==> config.mk <==
export PLATFORM = sky130hd
export DESIGN_NAME = pwm_command_shaper
export DESIGN_NICKNAME = d
export VERILOG_FILES = /design/src/rtl/pwm_pkg.sv /design/src/rtl/pwm_command_shaper_period_watchdog.sv /design/src/rtl/pwm_command_shaper.sv
export SDC_FILE = /design/constraint.sdc
export NUM_CORES = 1
export LEC_CHECK = 0
export CORE_ASPECT_RATIO = 1.4
export CORE_MARGIN = 2
export CORE_UTILIZATION = 30
export DETAILED_ROUTE_END_ITERATION = 6
export PLACE_DENSITY = 0.54
export SLEW_MARGIN = 10
export SYNTH_ARGS = -nofsm -noshare
export SYNTH_HDL_FRONTEND = slang
export SYNTH_SLANG_ARGS = --single-unit
==> constraint.sdc <==
create_clock -name clk -period 7.8 [get_ports clk]
set_clock_uncertainty 0.15 [all_clocks]
set_input_delay 2.34 -clock clk [delete_from_list [all_inputs] [get_ports clk]]
set_output_delay 2.34 -clock clk [all_outputs]
set_load 0.02 [all_outputs]
==> src/rtl/pwm_pkg.sv <==
// ============================================================================
// Module   : pwm_pkg
// Purpose  : Shared types and signed saturation helper for the PWM datapath.
// Revision : 1.0 - initial release
// ============================================================================
`default_nettype none

package pwm_pkg;

  typedef enum logic [1:0] {
    SHAPER_IDLE    = 2'd0,
    SHAPER_RUN     = 2'd1,
    SHAPER_TIMEOUT = 2'd2
  } shaper_state_t;

  // Symmetric clamp to [-limit, +limit]; callers size their operands to 32 bits.
  function automatic logic signed [31:0] sat_signed(input logic signed [31:0] value,
                                                    input logic signed [31:0] limit);
    if (value > limit)
      return limit;
    else if (value < -limit)
      return -limit;
    else
      return value;
  endfunction

endpackage

`default_nettype wire

==> src/rtl/pwm_command_shaper_period_watchdog.sv <==
// ============================================================================
// Module   : period_watchdog
// Purpose  : Counts ticks since the last kick and flags expiry as a level.
// Revision : 1.0 - initial release
// ============================================================================
`default_nettype none

module period_watchdog #(
  parameter int TIMEOUT_PERIODS = 100
) (
  input  logic clk,
  input  logic reset_n,
  input  logic tick,
  input  logic kick,
  output logic expired
);

  localparam int                 c_cnt_w = $clog2(TIMEOUT_PERIODS + 1);
  localparam logic [c_cnt_w-1:0] c_limit = c_cnt_w'(TIMEOUT_PERIODS);

  logic [c_cnt_w-1:0] r_count;

  always_ff @(posedge clk) begin
    if (!reset_n)
      r_count <= '0;
    else if (kick)
      r_count <= '0;
    else if (tick && (r_count != c_limit))
      r_count <= r_count + 1'b1;
  end

  // Expiry is visible on the very tick that reaches the limit; a kick masks it.
  assign expired = !kick && ((r_count == c_limit) ||
                             (tick && (r_count == (c_limit - 1'b1))));

endmodule

`default_nettype wire

==> src/rtl/pwm_command_shaper.sv <==
// ============================================================================
// Module   : pwm_command_shaper
// Purpose  : Clamps and slew-limits signed duty commands, one word per PWM period.
// Revision : 1.0 - initial release
// ============================================================================
`default_nettype none

module pwm_command_shaper
  import pwm_pkg::*;
#(
  parameter int DATA_WIDTH      = 16,
  parameter int MAX_MAGNITUDE   = 1000,
  parameter int MAX_STEP        = 64,
  parameter int TIMEOUT_PERIODS = 100
) (
  input  logic                         clk,
  input  logic                         reset_n,
  input  logic                         trigger,
  input  logic signed [DATA_WIDTH-1:0] cmd_data,
  input  logic                         cmd_valid,
  output logic                         cmd_ready,
  input  logic                         clear_fault,
  output logic signed [DATA_WIDTH-1:0] pwm_source_data,
  output logic                         pwm_source_valid,
  output logic                         status_timeout,
  output logic                         status_active
);

  shaper_state_t                r_state;
  shaper_state_t                w_state_next;
  logic signed [DATA_WIDTH-1:0] r_target;
  logic signed [DATA_WIDTH-1:0] r_current;
  logic signed [DATA_WIDTH:0]   r_diff;
  logic                         r_pending;

  logic                         w_accept;
  logic                         w_expired;
  logic                         w_launch;
  logic signed [DATA_WIDTH-1:0] w_step;
  logic signed [DATA_WIDTH-1:0] w_cur_now;
  logic signed [DATA_WIDTH-1:0] w_goal;
  logic signed [DATA_WIDTH-1:0] w_cmd_clamped;
  logic signed [DATA_WIDTH:0]   w_diff;

  assign cmd_ready = reset_n && (r_state != SHAPER_TIMEOUT);
  assign w_accept  = cmd_valid && cmd_ready;

  period_watchdog #(
    .TIMEOUT_PERIODS (TIMEOUT_PERIODS)
  ) u_watchdog (
    .clk     (clk),
    .reset_n (reset_n),
    .tick    (trigger),
    .kick    (w_accept),
    .expired (w_expired)
  );

  // The slew step registered last cycle lands now, so a back-to-back trigger sees it.
  assign w_step        = DATA_WIDTH'(sat_signed(32'(r_diff), MAX_STEP));
  assign w_cur_now     = r_pending ? (r_current + w_step) : r_current;
  assign w_cmd_clamped = DATA_WIDTH'(sat_signed(32'(cmd_data), MAX_MAGNITUDE));
  assign w_diff        = (DATA_WIDTH+1)'(w_goal) - (DATA_WIDTH+1)'(w_cur_now);

  always_comb begin
    w_state_next = r_state;
    w_goal       = r_target;
    w_launch     = 1'b0;
    case (r_state)
      SHAPER_IDLE: begin
        if (w_accept)
          w_state_next = SHAPER_RUN;
      end
      SHAPER_RUN: begin
        if (trigger) begin
          w_launch = 1'b1;
          if (w_expired) begin
            w_goal       = '0;
            w_state_next = SHAPER_TIMEOUT;
          end
        end
      end
      SHAPER_TIMEOUT: begin
        w_goal = '0;
        if (trigger && (w_cur_now != '0))
          w_launch = 1'b1;
        if (clear_fault && (w_cur_now == '0))
          w_state_next = SHAPER_IDLE;
      end
      default: w_state_next = SHAPER_IDLE;
    endcase
  end

  always_ff @(posedge clk) begin
    if (!reset_n)
      r_state <= SHAPER_IDLE;
    else
      r_state <= w_state_next;
  end

  always_ff @(posedge clk) begin
    if (!reset_n) begin
      r_target  <= '0;
      r_current <= '0;
      r_diff    <= '0;
      r_pending <= 1'b0;
    end else begin
      r_current <= w_cur_now;
      r_pending <= w_launch;
      if (w_launch)
        r_diff <= w_diff;
      if (w_accept)
        r_target <= w_cmd_clamped;
      else if (w_state_next == SHAPER_TIMEOUT)
        r_target <= '0;
    end
  end

  assign pwm_source_data  = w_cur_now;
  assign pwm_source_valid = r_pending;
  assign status_timeout   = (r_state == SHAPER_TIMEOUT);
  assign status_active    = (r_state == SHAPER_RUN);

endmodule

`default_nettype wire

==> results of run 1 <==
-- power groups by stage --
stage	clock network, mW	logic (mW)	registers (mW)
5_1_grt	0.410	0.184	0.316
4_1_cts	0.400	0.166	0.315
6_report	0.393	0.165	0.315
3_3_place_gp	0	0.163	0.321
2_1_floorplan	0	0.124	0.320
3_5_place_dp	0	0.165	0.322
-- layout by cell type, fill, tap and decap left out, types with 4 or more instances in the layout --
master / Yosys / routed
nand2_1: 67 / 67
o21a_1: 6 / 6
a21oi_1: 43 / 42
nand4_1: 8 / 8
nor4_1: 5 / 5
nand2b_1: 6 / 6
or3_1: 5 / 5
dfxtp_1: 59 / 59
nor2_1: 48 / 48
a21o_1: 10 / 10
nor3_1: 14 / 14
o21ai_0: 18 / 18
mux2i_1: 20 / 20
and2_1: 29 / 29
o211ai_1: 4 / 4
xnor2_1: 14 / 14
nor2b_1: 12 / 12
o31ai_1: 5 / 5
clkbuf_16: 0 / 9
a22oi_1: 5 / 5
a31oi_1: 17 / 17
a21boi_0: 14 / 14
xor2_1: 7 / 7
ha_1: 38 / 38
clkdlybuf4s50_1: 0 / 40
nand3_1: 13 / 13
a211oi_1: 4 / 4
buf_4: 2 / 8
inv_1: 33 / 33
-- area by class of cell --
| cell class | count | area share |
|---|---|---|
| Clock buffer | 11 | 0.0438 |
| Clock inverter | 5 | 0.00948 |
| Inverter | 35 | 0.0237 |
| Multi-Input combinational cell | 470 | 0.583 |
| Sequential cell | 59 | 0.213 |
| Tap cell | 196 | 0.0442 |
| Timing Repair Buffer | 48 | 0.0830 |
-- tightest hold or removal path, cell delays in order, from the launching register on --
cell,delay (ps)
dfxtp_1,320
nand2_1,60
mux2i_1,50
-- sequential cells by signal, indices dropped and copies added, names as in the netlist --
signal,count
pwm_source_valid,1
r_current,16
r_diff,17
r_state,2
r_target,16
u_watchdog.r_count,7
-- metal layers --
metal  GRT usage  routed length (um)
met5           0                   0
met2       0.288                6400
met1       0.162                4990
met3      0.0171                 279
met4      0.0614                 258
-- per-stage QoR --
| stage | util | setup slack, ps | hold WS, ps | area [sq um] |
|---|---|---|---|---|
| floorplan | - | 1540 | 288 | 4680 |
| global placement | 0.341 | 597 | 304 | 5250 |
| detailed placement | 0.341 | 492 | 314 | 5250 |
| CTS | 0.360 | 334 | 328 | 5540 |
| global route | 0.360 | 92.1 | 350 | 5550 |
| finish | 0.360 | 381 | 325 | 5550 |
-- final timing paths --
check                                          endpoint  cells after the start                    from
worst min register to register   r_diff[0]$_SDFFE_PN0P_                      2  r_diff[0]$_SDFFE_PN0P_
worst max register to register  r_diff[14]$_SDFFE_PN0P_                     21  r_diff[0]$_SDFFE_PN0P_
worst min-delay path             r_diff[0]$_SDFFE_PN0P_                      2  r_diff[0]$_SDFFE_PN0P_
worst max-delay path                pwm_source_data[14]                     17  r_diff[0]$_SDFFE_PN0P_
-- cell families (layout without fill, tap and decap cells) --
family | count (synthesis) | after routing | share of synthesized area
adder cells (fa/ha/maj) | 40 | 40 | 0.110
multiplexers | 24 | 24 | 0.0548
buffers and inverters | 63 | 99 | 0.0580
AO/OA/AOI/OAI | 152 | 152 | 0.227
AND/OR/NAND/NOR | 233 | 233 | 0.258
XOR/XNOR | 21 | 21 | 0.0393
flip-flops | 59 | 59 | 0.252
==> results by group, run 1 <==
Status
  – Status: finished, final reports clean

Logic synthesis
  – Syn nets: around 650
  – Synth area leaders: dfxtp_1 25%, ha_1 10%, nand2_1 5.4%
  – Synth cell types: 74
  – Synth top cells by count: 67 x nand2_1, 59 x dfxtp_1, 48 x nor2_1, 43 x a21oi_1, 38 x ha_1
  – Share of the yosys chip area belonging to registers: 0.252
  – Synth top area share: 0.252
  – Top-count cell post-synth: nand2_1
  – Yosys reg bits: 59
  – Area of the mapped netlist: about 4700 sq um
  – Largest area contributor in the netlist: dfxtp_1
  – Syn. warnings: 0
  – Gate Count Post-Synth: between 500 and 600
  – Async SR Flop Fraction: 0
  – Top FF cell, synth: dfxtp_1
  – EDFF count, synth: 0
  – Syn avg cell area: approximately 7.9 sq um

Timing
  – Final slew viol count: 0
  – Post-layout min period: 7420 ps
  – Final Hold Vio Count: 0
  – Final worst-path cycle share: 0.951
  – Final setup vio count: 0
  – Relative slew margins: 0.496
  – Max Freq: about 0.13 GHz
  – Worst slew pin tran: between 700 and 800 ps
  – Unrepaired setup endpoints after global routing: false
  – Setup TNS: 0 ps

Critical path
  – Crit path required time: 5310 ps
  – Reg2Reg Setup Slack: 1790 ps
  – Most used cell along the critical path: inv_1
  – Cell Chain, Critical Path: or4_1 -> o31ai_1 -> nand4_1 -> o21ai_0 -> buf_4 -> and2_1 -> ha_1 -> inv_1 -> fa_1 -> nor2b_1 -> o31ai_4 -> a22oi_1 -> a2111oi_1 -> or2_1 -> a311oi_4 -> inv_1 -> clkdlybuf4s50_1
  – Buf/Inv on CP: 4
  – Worst Path Arrival: roughly 4900 ps
  – Crit Path Max Fanout: 7
  – Critical Path End Type: primary output
  – CP max stage cell: clkdlybuf4s50_1
  – Critical path class: flip-flop to primary output
  – Top delay family on crit path: compound AO/OA/AOI/OAI gates
  – Max incr delay on CP: between 500 and 600 ps
  – Launching element type of the critical path: flip-flop

Floorplan
  – Chip height: between 150 and 200 um
  – Die width: between 100 and 150 um
  – Rows: 54
  – Die ar.: 16600 sq um
  – Starting Density: 0.304
  – I/O pin count: 41
  – Core ar.: between 15000 and 20000 sq um

Routing
  – Routed via count: roughly 4300
  – Initial DRC Count: roughly 170
  – WL per Instance: between 10 and 15 um
  – Final ANT Viol Nets: 0
  – Via density: just over 5
  – DRT Pass-1 Iters: 4
  – Post-detailed-routing wire length: 11900 um
  – Drc violations: 0

Power
  – NetSw: 0.235 mW
  – Total Power: just under 0.9 mW
  – Leak: 2.34 nW
  – Pwr Density: 157 nW/um^2
  – Clock Power Share: 0.450
  – Reg power frac: 0.361
  – Logic pwr share: 0.189
  – Pint: 0.639 mW
  – Maximum vdd drop: 89.5 uV
  – Switch share: 0.269

Global routing
  – Vias in the first global route: 4153
  – GR Overflow Total: 0
  – Largest net degree at the start of global routing: 38
  – Initial antenna violation count: 0
  – Gr usage total: 0.150
  – Global-route wire length before repair: 19600 um

Cells and area
  – Layout Nets: about 700
  – Post-route insts no fill: slightly above 800
  – Fillers: around 1600
  – Area grow syn2layout: 18.5%
  – Layout cell share with drive strength beyond 1: 0.0685
  – Storage cell area: between 1000 and 1500 sq um
  – # diodes: 0
  – Area occupied by multi-input gates: between 3000 and 4000 sq um

CTS
  – Clock root cell: clkbuf_16
  – Bufs on Longest Clock Path: 2
  – PostCTS Resize Cnt: 0
  – Hold buffer count at CTS: 0
  – # H-tree levels: 3
  – CTS tree: yes
  – Setup bufs post-CTS: 0
  – Clk Latency, worst-skew pair: roughly 330 ps
  – CTS clk-pin slew, worst paths: approximately 50 ps
  – # clock sinks: 59
  – Num CTS Buffers: 9

Placed design
  – IO Port Bufs: 40
  – HPWL after DPL: roughly 9500 um
  – GPL Wtd Cong: roughly 0.82
  – # placed instances: just over 800

Worst hold path
  – Type of the worst min-delay path: flip-flop to flip-flop

Run
  – Max-Cap Viols: 0
No activity file was read; power rests on OpenSTA's default activity.
==> inputs of run 2 (changes only) <==
CTS_BUF_LIST = sky130_fd_sc_hd__clkbuf_16   (was default)
REMOVE_ABC_BUFFERS = 1   (was default)
==> results by group, run 2 (synthesis results as in run 1) <==
Routing
  – Post-detailed-routing wire length: 12000 um (+0.23%)
  – WL per Instance: 14.6 um (+0.47%)
  – Routed via count: 4269 (+0.40%)
  – Final ANT Viol Nets: 0 (unchanged)
  – DRT Pass-1 Iters: 4 (unchanged)
  – Drc violations: 0 (unchanged)
  – Initial DRC Count: 130 (-23%)
  – Via density: 5.19 (+0.64%)

Cells and area
  – Area grow syn2layout: 18.9%
  – Layout Nets: 682 (-0.29%)
  – Most flop-heavy register: r_diff
  – Commonest cells after routing, fill and taps aside: 67 x nand2_1, 59 x dfxtp_1, 48 x nor2_1, 43 x a21oi_1, 40 x clkdlybuf4s50_1
  – Commonest non-fill, non-tap cell in the layout: nand2_1
  – # diodes: 0 (unchanged)
  – Layout cell share with drive strength beyond 1: 0.0623 (-0.00617)
  – Largest regs: r_diff (17), r_current (16), r_target (16)
  – Max reg flops: 17 (unchanged)
  – Final core occ: 0.361 (+0.00122)

Critical path
  – Crit path required time: 5310 ps (about the same)
  – Crit Path Max Fanout: 7 (unchanged)
  – Critical Path End Type: primary output
  – FF-to-FF End: r_diff[14]$_SDFFE_PN0P_
  – Reg2reg start: r_diff[0]$_SDFFE_PN0P_
  – Worst Path Arrival: 4920 ps (about the same)
  – Critical path class: flip-flop to primary output
  – Worst r2r path cells: 20 (-4.8%)
  – Reg2Reg Setup Slack: 1610 ps (-180 ps)
  – Launching element type of the critical path: flip-flop

Timing
  – Final worst-path cycle share: 0.950 (-0.00111)
  – Setup TNS: 0 ps (unchanged)
  – Worst slew pin tran: 1170 ps (+421 ps)
  – Max Freq: 0.135 GHz (+0.12%)
  – Post-layout min period: 7410 ps (-8.70 ps)
  – Unrepaired setup endpoints after global routing: false
  – Hold_ws: 324 ps (-0.676 ps)
  – Relative slew margins: 0.219 (-0.276)
  – Final Hold Vio Count: 0 (unchanged)
  – Final slew viol count: 0 (unchanged)
  – Final setup vio count: 0 (unchanged)

CTS
  – # H-tree levels: 3 (unchanged)
  – Num CTS Buffers: 9 (unchanged)
  – CTS tree: yes
  – PostCTS Resize Cnt: 0 (unchanged)
  – CTS clk-pin slew, worst paths: 50 ps (about the same)
  – # clock sinks: 59 (unchanged)
  – Setup bufs post-CTS: 0 (unchanged)
  – Clock root cell: clkbuf_16
  – Clk Latency, worst-skew pair: 330 ps (about the same)
  – Bufs on Longest Clock Path: 2 (unchanged)
  – Hold buffer count at CTS: 0 (unchanged)

Placed design
  – GPL Wtd Cong: 0.841 (+2.9%)
  – IO Port Bufs: 40 (unchanged)
  – HPWL after DPL: 9400 um (-0.56%)

Run
  – Max-Cap Viols: 0 (unchanged)

Global routing
  – M3 GR Usage: 0.0257 (+0.00855)
  – GR Util met1: 0.163 (+0.00108)
  – Largest net degree at the start of global routing: 38 (unchanged)
  – Global-route wire length before repair: 19900 um (+1.6%)
  – Vias in the first global route: 4194 (+0.99%)
  – Gr usage total: 0.151 (+0.00133)
  – Met2 Resource Use GR: 0.286 (-0.00185)
  – GR Overflow Total: 0 (unchanged)
  – Initial antenna violation count: 0 (unchanged)
  – GR peak layer: met2

Floorplan
  – Core ar.: 15400 sq um (unchanged)
  – I/O pin count: 41 (unchanged)
  – Starting Density: 0.304 (unchanged)
  – Chip height: 152 um (unchanged)
  – Die width: 110 um (unchanged)
  – Rows: 54 (unchanged)
  – Die ar.: 16600 sq um (unchanged)

Worst hold path
  – Type of the worst min-delay path: flip-flop to flip-flop
  – Hold_sp: r_diff[5]$_SDFFE_PN0P_
  – Hold Path Stages: 2 (unchanged)
  – Hold EP: r_diff[5]$_SDFFE_PN0P_

Power
  – Leak: 2.35 nW (+0.52%)
  – Maximum vdd drop: 83.0 uV (-7.3%)
  – Pwr Density: 167 nW/um^2 (+6.1%)

Status
  – Status: finished, final reports clean
-- run 2: worst max path at each step --
stage / from / endpoint / slack, ps
floorplan: r_diff[0]$_SDFFE_PN0P_ / pwm_source_data[14] / 1550
global placement: r_diff[0]$_SDFFE_PN0P_ / pwm_source_data[14] / 540
detailed placement: reset_n / r_diff[14]$_SDFFE_PN0P_ / 380
CTS: r_diff[0]$_SDFFE_PN0P_ / pwm_source_data[14] / 120
global route: r_diff[0]$_SDFFE_PN0P_ / pwm_source_data[14] / 140
finish: r_diff[0]$_SDFFE_PN0P_ / pwm_source_data[14] / 390
-- run 2: per-stage QoR --
stage	worst slack, ps	cells	power (mW)	cell area (sq um)
finish	389	822	0.930	5560
global route	143	822	0.969	5560
CTS	123	822	0.939	5560
detailed placement	381	806	0.486	5230
global placement	536	806	0.483	5230
floorplan	1550	564	0.437	4540
-- run 2: worst max-delay path: stages, from the launching register on --
cell	delay (ps)
dfxtp_1	310
or4_1	550
o31ai_1	270
nand4_1	120
o21ai_1	380
and2_1	200
ha_1	210
inv_1	70
fa_1	400
nor2b_1	250
o31ai_4	120
a22oi_1	350
a2111oi_1	170
or2_1	290
a311oi_4	290
inv_1	60
clkdlybuf4s50_1	550
-- run 2: cell type report --
type	count	area (sq um)
Multi-Input combinational cell	470	3230
Inverter	35	131
Clock inverter	7	108
Fill cell	1644	9840
Clock buffer	9	225
Sequential cell	59	1180
Timing Repair Buffer	46	445
Tap cell	196	245
-- run 2: routing by layer --
metal	share of wire	wire length, um
met3	0.035	420
met1	0.40	4830
met2	0.54	6400
met5	0	0
met4	0.025	304
-- run 2: where the power goes --
group | total [mW] | internal, mW | switching, mW
Combinational | 0.165 | 0.0738 | 0.0909
Sequential | 0.315 | 0.310 | 0.00518
Clock | 0.450 | 0.308 | 0.142
==> inputs of run 3 (changes only) <==
ABC_AREA = 0   (was default)
clock period = 7.25 ns   (was 7.8 ns; I/O delays follow)
==> results by group, run 3 (synthesis results as in run 1) <==
Routing
  – DRT Pass-1 Iters: 5 (+1)
  – Post-detailed-routing wire length: 11900 um (-0.13%)
  – Drc violations: 0 (unchanged)
  – Initial DRC Count: 109 (-16%)
  – Routed via count: 4209 (-1.4%)
  – Final ANT Viol Nets: 0 (unchanged)
  – WL per Instance: 14.4 um (-0.73%)
  – Via density: 5.09 (-2.0%)

Cells and area
  – Commonest cells after routing, fill and taps aside: 67 x nand2_1, 59 x dfxtp_1, 48 x nor2_1, 43 x a21oi_1, 40 x clkdlybuf4s50_1
  – Commonest non-fill, non-tap cell in the layout: nand2_1
  – Largest regs: r_diff (17), r_current (16), r_target (16)
  – Most flop-heavy register: r_diff
  – Layout cell share with drive strength beyond 1: 0.0713 (+0.00902)
  – Max reg flops: 17 (unchanged)
  – Fillers: 1608 (-2.2%)
  – Layout Nets: 687 (+0.73%)
  – # diodes: 0 (unchanged)
  – Area grow syn2layout: 19.8%

Global routing
  – Vias in the first global route: 4119 (-1.8%)
  – Largest net degree at the start of global routing: 38 (unchanged)
  – Gr usage total: 0.149 (-0.00206)
  – Global-route wire length before repair: 19600 um (-1.1%)
  – Initial antenna violation count: 0 (unchanged)
  – GR Overflow Total: 0 (unchanged)

Timing
  – Final worst-path cycle share: 0.950
  – Final Hold Vio Count: 0 (unchanged)
  – Worst slew pin tran: 1180 ps (+7.87 ps)
  – Max Freq: around 0.15 GHz
  – Relative slew margins: 0.214 (-0.00525)
  – Post-layout min period: between 6000 and 7000 ps
  – Setup TNS: 0 ps (unchanged)
  – Final setup vio count: 0 (unchanged)
  – Unrepaired setup endpoints after global routing: false
  – Final slew viol count: 0 (unchanged)

Placed design
  – GPL Wtd Cong: 0.836 (-0.69%)
  – HPWL after DPL: 9510 um (+1.1%)
  – IO Port Bufs: 40 (unchanged)

Critical path
  – Crit path required time: 4930 ps (-380 ps)
  – Critical path class: flip-flop to primary output
  – Critical Path End Type: primary output
  – Launching element type of the critical path: flip-flop
  – Crit Path Max Fanout: 7 (unchanged)
  – Worst Path Arrival: 4570 ps (-350 ps)

CTS
  – Num CTS Buffers: 9 (unchanged)
  – Hold buffer count at CTS: 0 (unchanged)
  – CTS tree: yes
  – # clock sinks: 59 (unchanged)
  – Clk Latency, worst-skew pair: 330 ps (about the same)
  – CTS clk-pin slew, worst paths: 50 ps (about the same)
  – Clock root cell: clkbuf_16
  – # H-tree levels: 3 (unchanged)
  – Bufs on Longest Clock Path: 2 (unchanged)

Worst hold path
  – Type of the worst min-delay path: flip-flop to flip-flop

Power
  – Total Power: 1.00 mW (+7.6%)
  – Pwr Density: 178 nW/um^2 (+6.8%)
  – Leak: 2.37 nW (+0.73%)
  – Maximum vdd drop: 82.6 uV (-0.51%)

Floorplan
  – Die ar.: 16600 sq um (unchanged)
  – Core ar.: 15400 sq um (unchanged)
  – I/O pin count: 41 (unchanged)
  – Chip height: 152 um (unchanged)
  – Rows: 54 (unchanged)
  – Starting Density: 0.304 (unchanged)
  – Die width: 110 um (unchanged)

Status
  – Status: finished, final reports clean

Run
  – Max-Cap Viols: 0 (unchanged)
==> run 3: cell types whose count changed in the layout (fill, tap and decap cells not counted), sizes merged <==
cell / before / now
clkinv: 5 / 6
inv: 34 / 33
buf: 6 / 11
==> run 3: critical path: stages (launching register included) <==
cell and delay [ps]:
dfxtp_1 310, or4_1 520, o31ai_1 210, nand4_1 120, o21ai_2 260, and2_1 170
ha_1 200, inv_1 70, fa_1 410, nor2b_1 260, o31ai_4 120, a22oi_2 250
a2111oi_1 150, or2_1 280, a311oi_4 280, inv_1 60, clkdlybuf4s50_1 550
==> run 3: final timing paths <==
check,slack [ps],start,end,cells past startpoint
worst max-delay path,360,r_diff[0]$_SDFFE_PN0P_,pwm_source_data[14],16
worst min-delay path,320,r_diff[0]$_SDFFE_PN0P_,r_diff[0]$_SDFFE_PN0P_,2
worst max register to register,1470,r_diff[0]$_SDFFE_PN0P_,r_diff[14]$_SDFFE_PN0P_,20
worst min register to register,320,r_diff[0]$_SDFFE_PN0P_,r_diff[0]$_SDFFE_PN0P_,2
==> run 3: what timing repair did <==
item	CTS	global route
endpoints found under the hold margin	0	0
setup buffers	0	0
endpoints found under the setup margin	1	3
resized for setup	1	2
==> run 3: power breakdown <==
part	leakage, nW	switching, mW	internal (mW)	total (mW)
Sequential	0.479	0.00574	0.333	0.339
Combinational	1.73	0.0970	0.0798	0.177
Clock	0.162	0.154	0.331	0.485
Total	2.37	0.256	0.744	1.00
==> run 3: routing by layer <==
| metal | routed length, um | up-vias | track usage |
|---|---|---|---|
| met5 | 0 | - | 0 |
| met4 | 324 | 0 | 0.0601 |
| met3 | 310 | 19 | 0.0222 |
| met2 | 6230 | 57 | 0.277 |
| met1 | 5080 | 1950 | 0.166 |
| li1 | - | 2183 | - |
==> run 3: area by class of cell <==
cell class | instances | area, sq um | area share
multi-input combinational | 470 | 3240 | 0.577
inverter | 35 | 131 | 0.0234
sequential | 59 | 1180 | 0.211
clock inverter | 7 | 106 | 0.0190
tap | 196 | 245 | 0.0437
timing repair buffer | 51 | 483 | 0.0861
clock buffer | 9 | 225 | 0.0402
==> run 3: per-stage QoR <==
step	util	instance area (sq um)	setup slack (ps)	hold slack (ps)	instances
after floorplan	-	4540	1170	288	564
after global placement	0.342	5270	380	304	811
after detailed placement	0.342	5270	266	312	811
after CTS	0.364	5600	85.3	322	827
after global routing	0.364	5610	45.8	334	827
final	0.364	5610	360	320	827
